`config.mk`:
```
export PLATFORM = sky130hd
export DESIGN_NAME = instr_encoder
export DESIGN_NICKNAME = d
export VERILOG_FILES = /design/src/rtl/instr_encoder.sv
export SDC_FILE = /design/constraint.sdc
export NUM_CORES = 1
export LEC_CHECK = 0
export CAP_MARGIN = 10
export CORE_ASPECT_RATIO = 0.5
export CORE_MARGIN = 8
export CORE_UTILIZATION = 25
export DETAILED_ROUTE_END_ITERATION = 12
export SYNTH_ARGS = -nofsm -noshare
export SYNTH_HDL_FRONTEND = slang
export SYNTH_SLANG_ARGS = --single-unit
```
`constraint.sdc`:
```
create_clock -name clk -period 5.7 [get_ports clk]
set_clock_uncertainty 0.15 [all_clocks]
set_input_delay 0.855 -clock clk [delete_from_list [all_inputs] [get_ports clk]]
set_output_delay 0.855 -clock clk [all_outputs]
set_load 0.005 [all_outputs]
```
`src/rtl/instr_encoder.sv`:
```
// RV32I field packer with sequential imem address tagging into a small output FIFO; optional IMM_RANGE_CHECK_EN flags out-of-range immediates.
// Latency: accepted word is at the FIFO head the next cycle (registered storage, no fall-through).
// Backpressure: in_ready drops when the FIFO holds DEPTH entries, regardless of a same-cycle pop.

module instr_encoder_fifo #(
  parameter int              WIDTH   = 8,
  parameter int              DEPTH   = 2,
  parameter logic [WIDTH-1:0] RST_VAL = '0
) (
  input  logic             clk,
  input  logic             reset,
  input  logic             wr_vld,
  output logic             wr_rdy,
  input  logic [WIDTH-1:0] wr_dat,
  output logic             rd_vld,
  input  logic             rd_rdy,
  output logic [WIDTH-1:0] rd_dat
);

  localparam int PTR_W = (DEPTH > 1) ? $clog2(DEPTH) : 1;
  localparam int CNT_W = $clog2(DEPTH + 1);

  logic [WIDTH-1:0] mem [DEPTH];
  logic [PTR_W-1:0] wr_ptr;
  logic [PTR_W-1:0] rd_ptr;
  logic [CNT_W-1:0] count;
  logic             push;
  logic             pop;

  function automatic logic [PTR_W-1:0] ptr_inc(input logic [PTR_W-1:0] p);
    return (p == PTR_W'(DEPTH - 1)) ? '0 : p + PTR_W'(1);
  endfunction

  assign wr_rdy = (count != CNT_W'(DEPTH));
  assign rd_vld = (count != '0);
  assign push   = wr_vld && wr_rdy;
  assign pop    = rd_vld && rd_rdy;
  assign rd_dat = mem[rd_ptr];

  // Storage is reset too, so the head shows RST_VAL while empty after reset.
  always_ff @(posedge clk) begin
    if (reset) begin
      wr_ptr <= '0;
      rd_ptr <= '0;
      count  <= '0;
      for (int i = 0; i < DEPTH; i++) begin
        mem[i] <= RST_VAL;
      end
    end else begin
      if (push) begin
        mem[wr_ptr] <= wr_dat;
        wr_ptr      <= ptr_inc(wr_ptr);
      end
      if (pop) begin
        rd_ptr <= ptr_inc(rd_ptr);
      end
      case ({push, pop})
        2'b10:   count <= count + CNT_W'(1);
        2'b01:   count <= count - CNT_W'(1);
        default: count <= count;
      endcase
    end
  end

endmodule

module instr_encoder #(
  parameter int          DEPTH     = 2,
  parameter logic [31:0] BASE_ADDR = 32'h0000_0000
) (
  input  logic        clk,
  input  logic        reset,
  input  logic        in_valid,
  output logic        in_ready,
  input  logic [2:0]  in_fmt,
  input  logic [6:0]  in_op,
  input  logic [4:0]  in_rd,
  input  logic [4:0]  in_rs1,
  input  logic [4:0]  in_rs2,
  input  logic [2:0]  in_funct3,
  input  logic [6:0]  in_funct7,
  input  logic [31:0] in_imm,
  output logic        out_valid,
  input  logic        out_ready,
  output logic [31:0] out_instr,
  output logic [31:0] out_addr,
  output logic        out_err,
  output logic        err_sticky
);

  localparam logic [2:0]  FMT_I = 3'b000;
  localparam logic [2:0]  FMT_S = 3'b001;
  localparam logic [2:0]  FMT_B = 3'b010;
  localparam logic [2:0]  FMT_J = 3'b011;
  localparam logic [2:0]  FMT_U = 3'b100;
  localparam logic [2:0]  FMT_R = 3'b111;
  localparam logic [31:0] NOP   = 32'h0000_0013;

  typedef struct packed {
    logic        err;
    logic [31:0] addr;
    logic [31:0] instr;
  } entry_t;

  logic [31:0] enc_instr;
  logic        fmt_illegal;
  logic        imm_bad;
  logic        enc_err;
  logic [31:0] next_addr;
  logic        push;
  entry_t      wr_entry;
  entry_t      head;

  always_comb begin
    enc_instr   = NOP;
    fmt_illegal = 1'b0;
    case (in_fmt)
      FMT_R: enc_instr = {in_funct7, in_rs2, in_rs1, in_funct3, in_rd, in_op};
      FMT_I: enc_instr = {in_imm[11:0], in_rs1, in_funct3, in_rd, in_op};
      FMT_S: enc_instr = {in_imm[11:5], in_rs2, in_rs1, in_funct3, in_imm[4:0], in_op};
      FMT_B: enc_instr = {in_imm[12], in_imm[10:5], in_rs2, in_rs1, in_funct3,
                          in_imm[4:1], in_imm[11], in_op};
      FMT_U: enc_instr = {in_imm[31:12], in_rd, in_op};
      FMT_J: enc_instr = {in_imm[20], in_imm[10:1], in_imm[11], in_imm[19:12], in_rd, in_op};
      default: begin
        enc_instr   = NOP;
        fmt_illegal = 1'b1;
      end
    endcase
  end

`ifdef IMM_RANGE_CHECK_EN
  // Signed range holds when all bits above the sign bit replicate it.
  always_comb begin
    imm_bad = 1'b0;
    case (in_fmt)
      FMT_I, FMT_S: imm_bad = !((&in_imm[31:11]) || !(|in_imm[31:11]));
      FMT_B:        imm_bad = !((&in_imm[31:12]) || !(|in_imm[31:12])) || in_imm[0];
      FMT_J:        imm_bad = !((&in_imm[31:20]) || !(|in_imm[31:20])) || in_imm[0];
      FMT_U:        imm_bad = (in_imm[11:0] != 12'h000);
      default:      imm_bad = 1'b0;
    endcase
  end
`else
  assign imm_bad = 1'b0;
`endif

  assign enc_err = fmt_illegal || imm_bad;
  assign push    = in_valid && in_ready;

  assign wr_entry = '{err: enc_err, addr: next_addr, instr: enc_instr};

  always_ff @(posedge clk) begin
    if (reset) begin
      next_addr  <= BASE_ADDR;
      err_sticky <= 1'b0;
    end else if (push) begin
      next_addr  <= next_addr + 32'd4;
      err_sticky <= err_sticky || enc_err;
    end
  end

  instr_encoder_fifo #(
    .WIDTH   ($bits(entry_t)),
    .DEPTH   (DEPTH),
    .RST_VAL ({1'b0, BASE_ADDR, 32'h0000_0000})
  ) u_fifo (
    .clk    (clk),
    .reset  (reset),
    .wr_vld (in_valid),
    .wr_rdy (in_ready),
    .wr_dat (wr_entry),
    .rd_vld (out_valid),
    .rd_rdy (out_ready),
    .rd_dat (head)
  );

  assign out_instr = head.instr;
  assign out_addr  = head.addr;
  assign out_err   = head.err;

endmodule

```
==> results of run 1 <==
[tightest hold or removal path: cells and delay by family (launching register included)]
family	cells	cell delay [ps]
flip-flops	1	330
AND/OR/NAND/NOR	1	70
AO/OA/AOI/OAI	1	50
[Yosys cell counts (2+ instances only)]
cell type	n
nand4_1	5
nor2b_1	9
and4_1	3
nand3_1	10
mux2_2	85
o21ai_0	7
edfxtp_1	126
clkbuf_1	29
buf_4	2
nand2_1	12
ha_1	2
dfxtp_1	36
nand3b_1	2
nor4_1	8
a21oi_1	31
nand2b_1	2
xor2_1	7
buf_1	6
o31ai_1	9
buf_2	5
inv_1	5
a22oi_1	18
and3_1	12
or4_1	9
xnor2_1	4
or3_1	9
and2_1	66
mux2i_1	13
or2_2	2
nor2_1	86
nor3b_1	6
buf_6	2
[how the worst max path moves through the flow]
stage	start	to	slack, ps	cells after the start
6_report	flip-flop	out_addr[30]	1960	3
5_1_grt	flip-flop	out_instr[31]	1770	3
4_1_cts	flip-flop	out_instr[31]	1850	3
3_5_place_dp	in_valid	u_fifo.mem[0][19]$_SDFFCE_PN0P_	1990	4
3_3_place_gp	in_valid	u_fifo.mem[0][19]$_SDFFCE_PN0P_	2080	4
2_1_floorplan	in_valid	u_fifo.mem[0][0]$_SDFFCE_PN0P_	880	3
[registers in the layout (all words and copies together) (netlist names), named ones only]
register	count
u_fifo.rd_ptr	1
err_sticky	1
u_fifo.wr_ptr	1
u_fifo.count	2
next_addr	30
u_fifo.mem	126
[cells by family after synthesis]
kind of cell | after synthesis | share of synthesized area, %
xor gates and xnor gates | 11 | 1.26
other | 1 | 0.0489
muxes | 98 | 14.2
AOI/OAI and AO/OA | 70 | 5.64
DFF | 162 | 58.7
buffers and inverters | 49 | 2.77
and+or+nand+nor | 245 | 17.1
adders and majority gates | 2 | 0.326
[power groups by stage]
stage / combinational [mW] / sequential (mW) / clock (mW)
after floorplan: 0.458 / 1.49 / 0
after global placement: 0.924 / 1.53 / 0
after detailed placement: 0.928 / 1.54 / 0
after CTS: 0.933 / 1.52 / 1.18
after global routing: 0.968 / 1.53 / 1.23
final: 0.904 / 1.51 / 1.16
[cell usage in the layout (no fill, tap or decap), types with 4 or more instances in the layout]
master / n
or3_1: 9
mux2_2: 85
mux2i_1: 13
clkdlybuf4s50_1: 136
and2_1: 66
o31ai_1: 9
buf_4: 10
nand3_1: 10
nor3b_1: 5
inv_1: 5
dfxtp_1: 35
nor4_1: 8
clkinv_2: 4
xnor2_1: 4
nor2_1: 86
a21oi_1: 31
xor2_1: 7
nand4_1: 5
bufinv_16: 4
or4_1: 9
o21ai_0: 7
and3_1: 12
a22oi_1: 18
clkbuf_16: 17
nand2_1: 12
edfxtp_1: 126
nor2b_1: 9
[per-layer routing]
| layer | vias to the layer above | part of all wire [%] |
|---|---|---|
| li1 | 2571 | - |
| met1 | 2593 | 40 |
| met2 | 64 | 56 |
| met3 | 17 | 2.2 |
| met4 | 0 | 2.1 |
| met5 | - | 0 |
[area by class of cell]
| type | count | area share, % |
|---|---|---|
| clock buffers | 20 | 4.35 |
| clock inverters | 12 | 1.63 |
| inverters | 5 | 0.187 |
| multi-input cells | 428 | 29.7 |
| flip-flops and latches | 162 | 44.8 |
| well taps | 399 | 4.97 |
| repair buffers | 146 | 14.3 |
==> results.ini, run 1 <==
[yosys]
synthesis.instances = 638
synthArstFlopShare_pct = 0
avgSynthCellArea_um2 = 12.0
synth_flop_cell = edfxtp_1
synthesis.area_mm2 = 0.00768
synth_top_cell_area_share_pct = 49.3
number_of_flops_mapped_to_enable_cells_by_yosys = 126
post_synth_num_cell_types = 42
synth.ff_latch_count = 162
synth_sequential_area_ratio_pct = 58.7
synthDominantAreaCellType = edfxtp_1
synth_top_cells_by_area = edfxtp_1 49%, mux2_2 12%, dfxtp_1 9.4%
ys_warn_count = 0

[final_layout]
final_design_area_no_fill_mm2 = 0.0100
diodes = 0
fillers = 2983
finalNonFillerCells = 1172
ff_latch_area_mm2 = 0.00451
final_util_pct = 33.2
multi_input_comb_area_mm2 = 0.00299
post_route_cells_drive_above_1_share_pct = 16.8
design.final.nets = 833
syn_to_final_growth_pct = 30.9

[setup_path]
required_ps = 4700
critPathMaxStageDelay_ps = 940
rr_endpoint = u_fifo.mem[0][44]$_SDFFCE_PN0P_
critical_path.startpoint_type = flip-flop
ff2ff_setup_slack_ps = 2780
timing.setup.critical_path_class = reg2out
endpoint_kind = output port
critical_path_arrival_ps = 2740
worst-path-max-fanout = 37
critical_path.reg2reg.startpoint = u_fifo.count[0]$_SDFFE_PP0P_
reg2reg_depth = 4
critical_path.n_buffers_inverters = 2
timing.critical_path.cells = buf_4 > mux2_2 > clkdlybuf4s50_1
cpLargestDelayFamily = buffers and inverters
critPathSlowestCell = dfxtp_2

[pwr]
power.leakage_nw = 3.56
clkPwrFrac_pct = 32.5
sequential_share_of_power_pct = 42.2
pwr_density_cell_mw_per_mm2 = 356
comb_power_share_pct = 25.3
power.switching_mw = 0.900
design_power_total_mw = 3.58
peakVddDrop_v = 0.000212
p_int_mw = 2.68
sw_share_pct = 25.1

[clock_tree]
cts_hold_buf = 0
cts_max_path_buffers = 2
num_clock_sinks = 162
cts.repair_timing.setup_buffer_count = 0
cts.root.buffer_cell = clkbuf_16
tritoncts = done
clock_latency_ps = 410
worst_setup_hold_path_clk_slew_ps = 60
clock_tree.htree_level_count = 4
post_cts.resized_instances = 0
cts_inserted_buffers = 17

[timing]
timing.final.crit_period_ps = 3740
final_setup_slack_of_the_worst_path_ps = 1960
final_count_of_pins_violating_max_slew = 0
rsz_0062_raised_after_global_routing = false
max_freq_ghz = 0.267
setup-tns-final_ps = 0
relSlewSlack_pct = 21.1
timing.final.crit_share_pct = 65.7
hold_violations = 0
hold-worst-slack_ps = 335
finalSetupViolCount = 0
tightestPinTransition_ps = 1180

[floorplan]
initial_core_util_pct = 25.3
fp-row-count = 45
ios = 139
fp.dieW_um = 264
core_mm2 = 0.0303
die_y_um = 140
dieArea_mm2 = 0.0369

[placement]
dp_hpwl_mm = 13.0
place.detailed.instances = 1140
globalplace.congestion = 0.744
port-buffer-count = 136
postPlaceCellArea_mm2 = 0.00945
dp_worst_setup_slack_ps = 1990

[grt]
pin_count_of_the_biggest_net_entering_global_routing = 43
global_route.usage.met1_pct = 10.9
met2_usage_pct = 18.5
grt_pass1_wl_mm = 29.1
gr-usage-met3_pct = 1.54
grt_antenna_before_repair = 0
global_route.usage.total_pct = 9.78
vias_in_the_first_global_route = 5381
globalRouteOverflowTotal = 0
grt.busiest_layer = met2

[flow_run]
drv_cap = 0

[route]
drt_first_iter_violations = 330
drt-wirelength-per-cell_um = 15.9
postRouteWirelength_mm = 18.6
vias = 5245
dr.pass1.iters = 4
antenna_left = 0
via_per_inst = 4.48
route.detailed.drc = 0

[min_path]
min_delay_path_depth = 2
timing.hold.worst_endpoint = err_sticky$_SDFFE_PP0P_
min-delay-start = err_sticky$_SDFFE_PP0P_
min_path_type = reg2reg

[outcome]
run_status = completed

Power figures use the tool's default switching activity.
==> run 2, diff against run 1 <==
==> constraint.sdc (replaced) <==
create_clock -name clk -period 3.75 [get_ports clk]
set_clock_uncertainty 0.15 [all_clocks]
set_input_delay 0.5625 -clock clk [delete_from_list [all_inputs] [get_ports clk]]
set_output_delay 0.5625 -clock clk [all_outputs]
set_load 0.005 [all_outputs]
==> run 2 against run 1 <==
  * Core utilization rose by 0.34 points
  * Sequential share of layout area down 0.45 points
  * Sequential power increased by 51%
  * Via count is essentially flat
  * Clock-buffer cell count shrank 2
  * Non-clock buffer count rose by 2
  * Clock power increased by 57%
  * Critical path type unchanged
  * Largest cell class unchanged
  * Power up 54%
  * Cell area grew 1.0%
  * Cell count is 0.17% higher
==> results.ini, run 2 (synthesis gave the netlist of run 1 again) <==
[grt]
met2_usage_pct = 19.2  ; was 18.5%
grt_antenna_before_repair = 0  ; unchanged
pin_count_of_the_biggest_net_entering_global_routing = 51  ; was 43
grt_pass1_wl_mm = 29.3  ; was 29.1 mm
global_route.usage.met1_pct = 10.7  ; was 10.9%
globalRouteOverflowTotal = 0  ; unchanged
grt.busiest_layer = met2  ; unchanged
vias_in_the_first_global_route = 5275  ; was 5381
gr-usage-met3_pct = 1.89  ; was 1.54%
global_route.usage.total_pct = 9.89  ; was 9.78%

[setup_path]
critical_path.startpoint_type = flip-flop  ; unchanged
timing.critical_path.cells = buf_12 > mux2_2 > clkdlybuf4s50_1  ; was buf_4 > mux2_2 > clkdlybuf4s50_1
critical_path.n_buffers_inverters = 2  ; unchanged
required_ps = 3040  ; was 4700 ps
cpLargestDelayFamily = buffers and inverters  ; unchanged
ff2ff_setup_slack_ps = 1170  ; was 2780 ps
critical_path_arrival_ps = 2380  ; was 2740 ps
worst-path-max-fanout = 43  ; was 37
critPathMaxStageDelay_ps = 730  ; was 940 ps
critPathSlowestCell = dfxtp_2  ; unchanged
timing.setup.critical_path_class = reg2out  ; unchanged
endpoint_kind = output port  ; unchanged

[timing]
finalSetupViolCount = 0  ; unchanged
hold_violations = 0  ; unchanged
hold-worst-slack_ps = 323  ; was 335 ps
timing.final.crit_share_pct = 82.5
setup-tns-final_ps = 0  ; unchanged
timing.final.crit_period_ps = 3090
max_freq_ghz = 0.323
relSlewSlack_pct = 23.0  ; was 21.1%
rsz_0062_raised_after_global_routing = false  ; unchanged
final_count_of_pins_violating_max_slew = 0  ; unchanged
tightestPinTransition_ps = 1150  ; was 1180 ps
final_setup_slack_of_the_worst_path_ps = 658  ; was 1960 ps

[final_layout]
final_common_cell = clkdlybuf4s50_1  ; unchanged
ff_latch_area_mm2 = 0.00451  ; unchanged
syn_to_final_growth_pct = 32.2  ; was 30.9%
diodes = 0  ; unchanged
max_flop_register = u_fifo.mem  ; unchanged
design.final.nets = 835  ; was 833
multi_input_comb_area_mm2 = 0.00299  ; unchanged
final_design_area_no_fill_mm2 = 0.0101  ; was 0.0100 mm2
largest_register_ffs = 126  ; unchanged
fillers = 2982  ; was 2983
post_route_cells_drive_above_1_share_pct = 17.4  ; was 16.8%
finalNonFillerCells = 1174  ; was 1172
final_util_pct = 33.5  ; was 33.2%
layout.cells.most_common_list = 136 x clkdlybuf4s50_1, 126 x edfxtp_1, 86 x nor2_1, 85 x mux2_2, 66 x and2_1  ; unchanged
largestRegisters = u_fifo.mem x126, next_addr x30, u_fifo.count x2  ; unchanged

[clock_tree]
cts_inserted_buffers = 17  ; unchanged
tritoncts = done  ; unchanged
clock_latency_ps = 420  ; was 410 ps
cts_max_path_buffers = 2  ; unchanged
clock_tree.htree_level_count = 4  ; unchanged
num_clock_sinks = 162  ; unchanged
worst_setup_hold_path_clk_slew_ps = 60  ; about the same
cts.repair_timing.setup_buffer_count = 0  ; unchanged
post_cts.resized_instances = 0  ; unchanged
cts_hold_buf = 0  ; unchanged
cts.root.buffer_cell = clkbuf_16  ; unchanged

[floorplan]
ios = 139  ; unchanged
initial_core_util_pct = 25.3  ; unchanged
fp.dieW_um = 264  ; unchanged
core_mm2 = 0.0303  ; unchanged
die_y_um = 140  ; unchanged
dieArea_mm2 = 0.0369  ; unchanged
fp-row-count = 45  ; unchanged

[route]
route.detailed.drc = 0  ; unchanged
postRouteWirelength_mm = 18.6  ; about the same
drt_first_iter_violations = 277  ; was 330
vias = 5246  ; was 5245
dr.pass1.iters = 5  ; was 4
drt-wirelength-per-cell_um = 15.8  ; was 15.9 um
via_per_inst = 4.47  ; was 4.48
antenna_left = 0  ; unchanged

[min_path]
min_path_type = reg2reg  ; unchanged

[pwr]
design_power_total_mw = 5.52  ; was 3.58 mW
peakVddDrop_v = 0.000295  ; was 0.000212 V
pwr_density_cell_mw_per_mm2 = 544  ; was 356 mW/mm2
power.leakage_nw = 3.59  ; was 3.56 nW

[placement]
globalplace.congestion = 0.747  ; was 0.744
place.detailed.instances = 1142  ; was 1140
postPlaceCellArea_mm2 = 0.00952  ; was 0.00945 mm2
dp_hpwl_mm = 13.0  ; about the same
port-buffer-count = 136  ; unchanged
dp_worst_setup_slack_ps = 661  ; was 1990 ps

[outcome]
run_status = completed  ; unchanged

[flow_run]
drv_cap = 0  ; unchanged

==> run 2: cell types whose count changed in the layout (fill, tap and decap cells not counted) <==
| cell | change |
|---|---|
| clkbuf_8 | +1 |
| clkinv_4 | +1 |
| clkinvlp_4 | +2 |
| clkinv_2 | -2 |
| buf_12 | +5 |
| buf_4 | -3 |
| inv_6 | +1 |
| clkbuf_1 | -3 |
==> run 2: cell type report <==
cell class / count / area share [%]
flip-flops and latches: 162 / 44.4
clock inverters: 14 / 1.84
clock buffers: 18 / 4.33
well taps: 399 / 4.92
inverters: 5 / 0.185
repair buffers: 148 / 14.9
multi-input cells: 428 / 29.4
==> run 2: worst reg2reg max path: stages, from the launching register on <==
cell      delay (ps)
dfxtp_1          340
nand2b_1         330
nand2_1          390
or3_1            940
nor2_1           140
==> run 2: worst paths after layout <==
| check | from | to | cells after the start |
|---|---|---|---|
| min reg2reg | err_sticky$_SDFFE_PP0P_ | err_sticky$_SDFFE_PP0P_ | 2 |
| max | flip-flop | out_instr[11] | 3 |
| max reg2reg | u_fifo.count[0]$_SDFFE_PP0P_ | u_fifo.mem[0][18]$_SDFFCE_PN0P_ | 4 |
| min | err_sticky$_SDFFE_PP0P_ | err_sticky$_SDFFE_PP0P_ | 2 |
==> run 2: routing by layer <==
| layer | up-vias | share of wire, % |
|---|---|---|
| met5 | - | 0 |
| met4 | 0 | 1.4 |
| met3 | 10 | 1.6 |
| met2 | 44 | 57 |
| met1 | 2613 | 40 |
| li1 | 2579 | - |
==> run 2: where the power goes <==
part | internal [mW] | leakage (nW) | switching (mW)
Clock | 1.13 | 0.297 | 0.692
Sequential | 2.17 | 1.63 | 0.107
Combinational | 0.823 | 1.67 | 0.604
